### src/rtl/async_fifo_wr_ctrl_pkg.sv
// Shared definitions for the async FIFO write-side controller: flush FSM
// encodings, the synchroniser depth floor and the Gray-to-binary helper.
package async_fifo_wr_ctrl_pkg;

   // Flush handshake states, exported on the debug state output
   typedef enum logic [1:0] {
      ST_IDLE    = 2'd0,
      ST_REQ     = 2'd1,
      ST_CLR     = 2'd2,
      ST_WAIT_LO = 2'd3
   } flush_state_t;

   // Fewer than two flops does not give a metastability-settling window
   localparam int MIN_SYNC_STAGES = 2;

   // Widest pointer the helper handles; callers zero-extend narrower pointers
   localparam int PTR_MAX = 32;

   // Gray to binary: each binary bit is the XOR of all Gray bits at or above it
   function automatic logic [PTR_MAX-1:0] gray_to_bin(input logic [PTR_MAX-1:0] i_gry);
      logic [PTR_MAX-1:0] v_bin;
      v_bin[PTR_MAX-1] = i_gry[PTR_MAX-1];
      for (int i = PTR_MAX - 2; i >= 0; i--) begin
         v_bin[i] = v_bin[i+1] ^ i_gry[i];
      end
      return v_bin;
   endfunction

endpackage

### src/rtl/async_fifo_wr_ctrl_gray_counter.sv
// Binary/Gray pointer counter. Both encodings are registered so the Gray
// value can cross clock domains glitch-free. Clear has priority over enable.
module gray_counter #(
   parameter int W = 5
) (
   input  logic         clk,
   input  logic         rst_n,
   input  logic         i_en,
   input  logic         i_clr,
   output logic [W-1:0] o_bin,
   output logic [W-1:0] o_gry
);

   logic [W-1:0] r_bin;
   logic [W-1:0] r_gry;
   logic [W-1:0] w_bin_nxt;

   assign w_bin_nxt = r_bin + 1'b1;

   // Advance both encodings together; wrap is natural modulo 2**W
   always_ff @(posedge clk or negedge rst_n) begin
      if (!rst_n) begin
         r_bin <= '0;
         r_gry <= '0;
      end else if (i_clr) begin
         r_bin <= '0;
         r_gry <= '0;
      end else if (i_en) begin
         r_bin <= w_bin_nxt;
         r_gry <= w_bin_nxt ^ (w_bin_nxt >> 1);
      end
   end

   assign o_bin = r_bin;
   assign o_gry = r_gry;

endmodule

### src/rtl/async_fifo_wr_ctrl_sync_1bit.sv
// Single-bit synchroniser: a plain chain of STAGES flops with nothing in
// front of the first flop, reset to 0.
module sync_1bit #(
   parameter int STAGES = 2
) (
   input  logic clk,
   input  logic rst_n,
   input  logic i_d,
   output logic o_q
);

   logic [STAGES-1:0] r_sync;

   // Shift the asynchronous input through the flop chain
   always_ff @(posedge clk or negedge rst_n) begin
      if (!rst_n) r_sync <= '0;
      else        r_sync <= {r_sync[STAGES-2:0], i_d};
   end

   assign o_q = r_sync[STAGES-1];

endmodule

### src/rtl/async_fifo_wr_ctrl.sv
// Write-side pointer controller for a dual-clock FIFO (write clock domain).
// Optional occupancy outputs are built when ASYNC_FIFO_WR_LEVEL_EN is defined;
// otherwise o_wr_level and o_wr_almost_full are tied to 0.
//
// Push handshake: i_wr_push acts as valid and !o_wr_full as ready. A push is
// accepted in any cycle where both hold (and no flush is running); o_wr_mem_en
// marks that cycle combinationally and the pointer moves on the next edge.
// A push while full is dropped without side effects.
module async_fifo_wr_ctrl
   import async_fifo_wr_ctrl_pkg::*;
#(
   parameter int W_ADDR      = 4,
   parameter int SYNC_STAGES = 2,
   parameter int AF_MARGIN   = 2
) (
   input  logic              clk,
   input  logic              rst_n,
   input  logic              i_wr_push,
   output logic              o_wr_full,
   output logic              o_wr_mem_en,
   output logic [W_ADDR-1:0] o_wr_addr,
   output logic [W_ADDR:0]   o_wptr_gry,
   input  logic [W_ADDR:0]   i_rptr_gry_async,
   input  logic              i_flush_req,
   output logic              o_flush_busy,
   output logic              o_flush_remote_req,
   input  logic              i_flush_remote_ack,
   output logic [W_ADDR:0]   o_wr_level,
   output logic              o_wr_almost_full,
   output logic [1:0]        o_flush_state
);

   localparam int SYNC_N = (SYNC_STAGES < MIN_SYNC_STAGES) ? MIN_SYNC_STAGES : SYNC_STAGES;

   flush_state_t     r_state;
   flush_state_t     w_next_state;
   logic             r_flush_remote_req;
   logic             w_accept;
   logic             w_clr;
   logic             w_full_raw;
   logic             w_ack_sync;
   logic [W_ADDR:0]  w_wptr_bin;
   logic [W_ADDR:0]  w_wptr_gry;
   logic [W_ADDR:0]  w_rsync;

   assign w_accept = i_wr_push & ~o_wr_full & (r_state == ST_IDLE);
   assign w_clr    = (r_state == ST_CLR);

   gray_counter #(.W(W_ADDR + 1)) u_wptr (
      .clk   (clk),
      .rst_n (rst_n),
      .i_en  (w_accept),
      .i_clr (w_clr),
      .o_bin (w_wptr_bin),
      .o_gry (w_wptr_gry)
   );

   // Read pointer crosses bit by bit; Gray coding keeps the sampled word coherent
   for (genvar g = 0; g <= W_ADDR; g++) begin : g_rsync
      sync_1bit #(.STAGES(SYNC_N)) u_sync (
         .clk   (clk),
         .rst_n (rst_n),
         .i_d   (i_rptr_gry_async[g]),
         .o_q   (w_rsync[g])
      );
   end

   sync_1bit #(.STAGES(SYNC_N)) u_ack_sync (
      .clk   (clk),
      .rst_n (rst_n),
      .i_d   (i_flush_remote_ack),
      .o_q   (w_ack_sync)
   );

   // Full when the write pointer is exactly one lap ahead of the synced read pointer
   assign w_full_raw = (w_wptr_gry == {~w_rsync[W_ADDR:W_ADDR-1], w_rsync[W_ADDR-2:0]});

   // Flush FSM state register
   always_ff @(posedge clk or negedge rst_n) begin
      if (!rst_n) r_state <= ST_IDLE;
      else        r_state <= w_next_state;
   end

   // Flush FSM next-state: four-phase req/ack with the read domain
   always_comb begin
      w_next_state = r_state;
      case (r_state)
         ST_IDLE:    if (i_flush_req) w_next_state = ST_REQ;
         ST_REQ:     if (w_ack_sync)  w_next_state = ST_CLR;
         ST_CLR:                      w_next_state = ST_WAIT_LO;
         ST_WAIT_LO: if (!w_ack_sync) w_next_state = ST_IDLE;
         default:                     w_next_state = ST_IDLE;
      endcase
   end

   // Flush FSM outputs: the remote request is a flop so the read side sees a clean level
   always_ff @(posedge clk or negedge rst_n) begin
      if (!rst_n) r_flush_remote_req <= 1'b0;
      else        r_flush_remote_req <= (w_next_state == ST_REQ);
   end

   assign o_flush_busy       = (r_state != ST_IDLE);
   assign o_flush_remote_req = r_flush_remote_req;
   assign o_flush_state      = r_state;
   assign o_wr_full          = w_full_raw | o_flush_busy;
   assign o_wr_mem_en        = w_accept;
   assign o_wr_addr          = w_wptr_bin[W_ADDR-1:0];
   assign o_wptr_gry         = w_wptr_gry;

`ifdef ASYNC_FIFO_WR_LEVEL_EN
   // Occupancy from the writer's view; lags real reads by the sync delay
   assign o_wr_level = (W_ADDR+1)'(32'(w_wptr_bin) - gray_to_bin(32'(w_rsync)));
   assign o_wr_almost_full = (o_wr_level >= (W_ADDR+1)'((2 ** W_ADDR) - AF_MARGIN));
`else
   logic w_unused_level_inputs;
   assign w_unused_level_inputs = w_wptr_bin[W_ADDR] ^ (AF_MARGIN != 0);
   assign o_wr_level       = '0;
   assign o_wr_almost_full = 1'b0;
`endif

endmodule
### config.mk
export PLATFORM = sky130hd
export DESIGN_NAME = async_fifo_wr_ctrl
export DESIGN_NICKNAME = d
export VERILOG_FILES = /design/src/rtl/async_fifo_wr_ctrl_pkg.sv /design/src/rtl/async_fifo_wr_ctrl_gray_counter.sv /design/src/rtl/async_fifo_wr_ctrl_sync_1bit.sv /design/src/rtl/async_fifo_wr_ctrl.sv
export SDC_FILE = /design/constraint.sdc
export NUM_CORES = 1
export LEC_CHECK = 0
export CAP_MARGIN = 20
export CORE_ASPECT_RATIO = 0.9
export CORE_MARGIN = 8
export CORE_UTILIZATION = 49
export DETAILED_ROUTE_END_ITERATION = 8
export PLACE_DENSITY = 0.8
export SETUP_SLACK_MARGIN = 0.1
export SLEW_MARGIN = 20
export SYNTH_ARGS = -nofsm -noshare
export SYNTH_HDL_FRONTEND = slang
export SYNTH_SLANG_ARGS = --single-unit
### constraint.sdc
create_clock -name clk -period 4.1 [get_ports clk]
set_input_delay 0.615 -clock clk [delete_from_list [all_inputs] [get_ports clk]]
set_output_delay 0.615 -clock clk [all_outputs]
set_load 0.005 [all_outputs]
==> impl_metrics.py <==
metrics = {
    "cells_and_area": {
        "final_common_cell": "dfrtp_1",
        "final_area_sq_um": 1320,
        "num_antenna_cells": 0,
        "fin_nets": 128,
        "seqCellArea_sq_um": 601,
        "layout_common_cells": "24 x dfrtp_1, 23 x clkdlybuf4s50_1, 8 x o21ai_0",
        "multi_input_area_sq_um": 373,
        "nFillCells": 150,
        "fin_util_pct": 67.4,
        "drive_gt1_share_pct": 6.90,
        "areaGrowthSynthToFinish_pct": 26.8,
    },
    "logic_synthesis": {
        "async_reset_ff_share_pct": 100,
        "synth_xor_area_share_pct": 9.29,
        "synth.distinct_cells": 24,
        "ys_warn_count": 0,
        "synth-edff-count": 0,
        "synth-adder-area-share_pct": 1.21,
        "synth_compound_area_share_pct": 12.3,
        "yosys.area.top_type": "dfrtp_1",
        "yosys-mux-area-fraction_pct": 0,
        "synthCells": 91,
        "synth_flop_cell": "dfrtp_1",
        "netlist_top_cells_area": "dfrtp_1 58%, xnor2_1 5.1%, buf_4 4.3%",
        "syn_area_sq_um": 1040,
        "synth.top_cell.area_share_pct": 57.9,
        "synth-seq-cells": 24,
        "synth-simple-area-share_pct": 11.0,
        "yosysSeqAreaShare_pct": 57.9,
        "synth_top_family_by_area": "compound AO/OA/AOI/OAI gates",
        "synth_area_per_cell_sq_um": 11.4,
    },
    "global_routing": {
        "grt_pass1_wl_mm": 3.19,
        "gr-usage-all-layers_pct": 10.6,
        "antenna_found_initial": 0,
        "grt_pass1_vias": 714,
        "grt_max_degree": 25,
        "gr-total-overflow": 0,
    },
    "clocking": {
        "htree_levels": 1,
        "clkSlewWorstSetupHoldPaths_ns": 0.14,
        "clk_latency_ns": 0.31,
        "clk_path_buf_depth": 2,
        "cts_tree": "done",
        "numCtsBuffers": 3,
        "holdBufCountCts": 0,
        "cts_setup_buffers": 0,
        "cts-resized-gates": 0,
        "cts_sinks": 24,
        "cts-root-buf": "clkbuf_4",
    },
    "power": {
        "power.density_nw_per_um2": 576,
        "power.share.clock_pct": 22.3,
        "p_int_uw": 521,
        "power.total_uw": 758,
        "p_leak_uw": 0.000569,
        "sw_frac_of_total_pct": 31.3,
        "comb_power_share_pct": 35.4,
        "p_seq_share_pct": 42.3,
        "p_sw_uw": 237,
        "ir_worst_vdd_mv": 0.311,
    },
    "outcome": {
        "outcome": "finished, final reports clean",
    },
    "floorplanning": {
        "rows": 15,
        "die_area_sq_um": 3850,
        "core_sq_um": 1950,
        "ios": 31,
        "fp.dieW_um": 64.5,
        "initial_core_util_pct": 53.1,
        "fp.dieH_um": 59.6,
    },
    "drt": {
        "drtAntennaViolNets": 0,
        "drc_errors": 0,
        "wl_per_cell_um": 13.4,
        "drt-initial-drc-count": 6,
        "via_per_inst": 4.94,
        "routed_wl_mm": 1.90,
        "drt_pass1_iterations": 2,
        "vias": 697,
    },
    "worst_hold_path": {
        "hp-class": "in2async",
    },
    "placement": {
        "gp_congestion": 0.779,
        "dpl.hpwl_mm": 1.41,
        "port_buffers": 24,
        "place_area_sq_um": 1270,
    },
    "timing": {
        "period_share_pct": 65.8,
        "fin_tns_setup_ns": 0,
        "fin_skew_ns": 0.00545,
        "hold_viol_final": 0,
        "slew_headroom_pct": 65.1,
        "worst_pin_slew_ns": 0.524,
        "max_freq_mhz": 371,
        "setup_viol": 0,
        "finalMaxSlewViolations": 0,
        "holdWs_ns": 0.257,
        "timing.final.crit_period_ns": 2.70,
        "rsz0062_at_grt": "false",
    },
    "critical_path": {
        "crit_required_ns": 3.48,
        "crit_type": "reg2out",
        "crit_fanout": 18,
        "endpoint_kind": "output port",
        "start_kind": "flip-flop",
        "crit_arrival_ns": 2.08,
    },
    "job": {
        "drv_cap": 0,
    },
}
[cells in the mapped netlist (2+ instances only)]
cell,n
and2_1,2
buf_4,6
dfrtp_1,24
inv_1,6
nand2_1,6
nand2b_1,3
nand3_1,6
nor2_1,2
o211ai_1,3
o21ai_0,8
o31ai_1,3
xnor2_1,6
xor2_1,5
[cell families after synthesis]
logic type               Yosys count
buffers and inverters             14
XOR/XNOR                          11
AND/OR/NAND/NOR                   22
other                              1
adder cells (fa/ha/maj)            1
AO/OA/AOI/OAI                     18
flip-flops                        24
[worst paths after layout]
check / slack [ns] / to / startpoint / cells after the start
max in group asynchronous: 3.49 / u_wptr.o_bin[2]$_DFFE_PN0P_ / rst_n / 1
min: 0.26 / g_rsync[3].u_sync.r_sync[1]$_DFF_PN0_ / rst_n / 1
min reg2reg: 0.36 / g_rsync[0].u_sync.r_sync[1]$_DFF_PN0_ / g_rsync[0].u_sync.r_sync[0]$_DFF_PN0_ / 0
max: 1.40 / o_wr_mem_en / u_wptr.o_gry[4]$_DFFE_PN0P_ / 5
max reg2reg: 2.50 / u_wptr.o_gry[3]$_DFFE_PN0P_ / u_wptr.o_bin[0]$_DFFE_PN0P_ / 6
min in group clk: 0.36 / g_rsync[0].u_sync.r_sync[1]$_DFF_PN0_ / g_rsync[0].u_sync.r_sync[0]$_DFF_PN0_ / 0
[per-layer routing]
| metal | part of all wire, % | global-route usage [%] | up-vias |
|---|---|---|---|
| met5 | 0 | 0 | - |
| met4 | 0.90 | 4.66 | 0 |
| met3 | 7.1 | 4.35 | 2 |
| met2 | 49 | 18.0 | 17 |
| met1 | 43 | 11.5 | 335 |
| li1 | - | - | 343 |
[per-stage QoR]
step	setup slack, ns	cells
floorplan	2.28	96
global placement	1.57	137
detailed placement	1.53	137
CTS	1.36	141
global route	1.24	141
finish	1.40	141
[layout make-up]
type	instances	share of cell area (%)
Clock buffer	3	1.71
Tap cell	25	2.38
Sequential cell	24	45.7
Clock inverter	1	2.28
Timing Repair Buffer	24	17.9
Multi-Input combinational cell	58	28.4
Inverter	6	1.71
[power by group through the flow]
stage | registers, uW | clock network (uW) | logic (uW)
final | 321 | 169 | 268
after global routing | 327 | 180 | 295
after CTS | 321 | 171 | 276
after detailed placement | 326 | 0 | 273
after global placement | 323 | 0 | 265
after floorplan | 318 | 0 | 148
[sequential cells by signal, summed over array words and instances, names as in the netlist]
signal / cells
o_flush_remote_req: 1
g_rsync.u_sync.r_sync: 10
u_wptr.o_gry: 5
o_flush_state: 2
u_ack_sync.r_sync: 2
u_wptr.o_bin: 4
[critical path: stages (launching register included)]
cell and delay [ns]:
dfrtp_1 0.46, xor2_1 0.21, nand3_2 0.12, o211ai_4 0.43, inv_1 0.08, clkdlybuf4s50_1 0.46
Power figures use the tool's default switching activity.
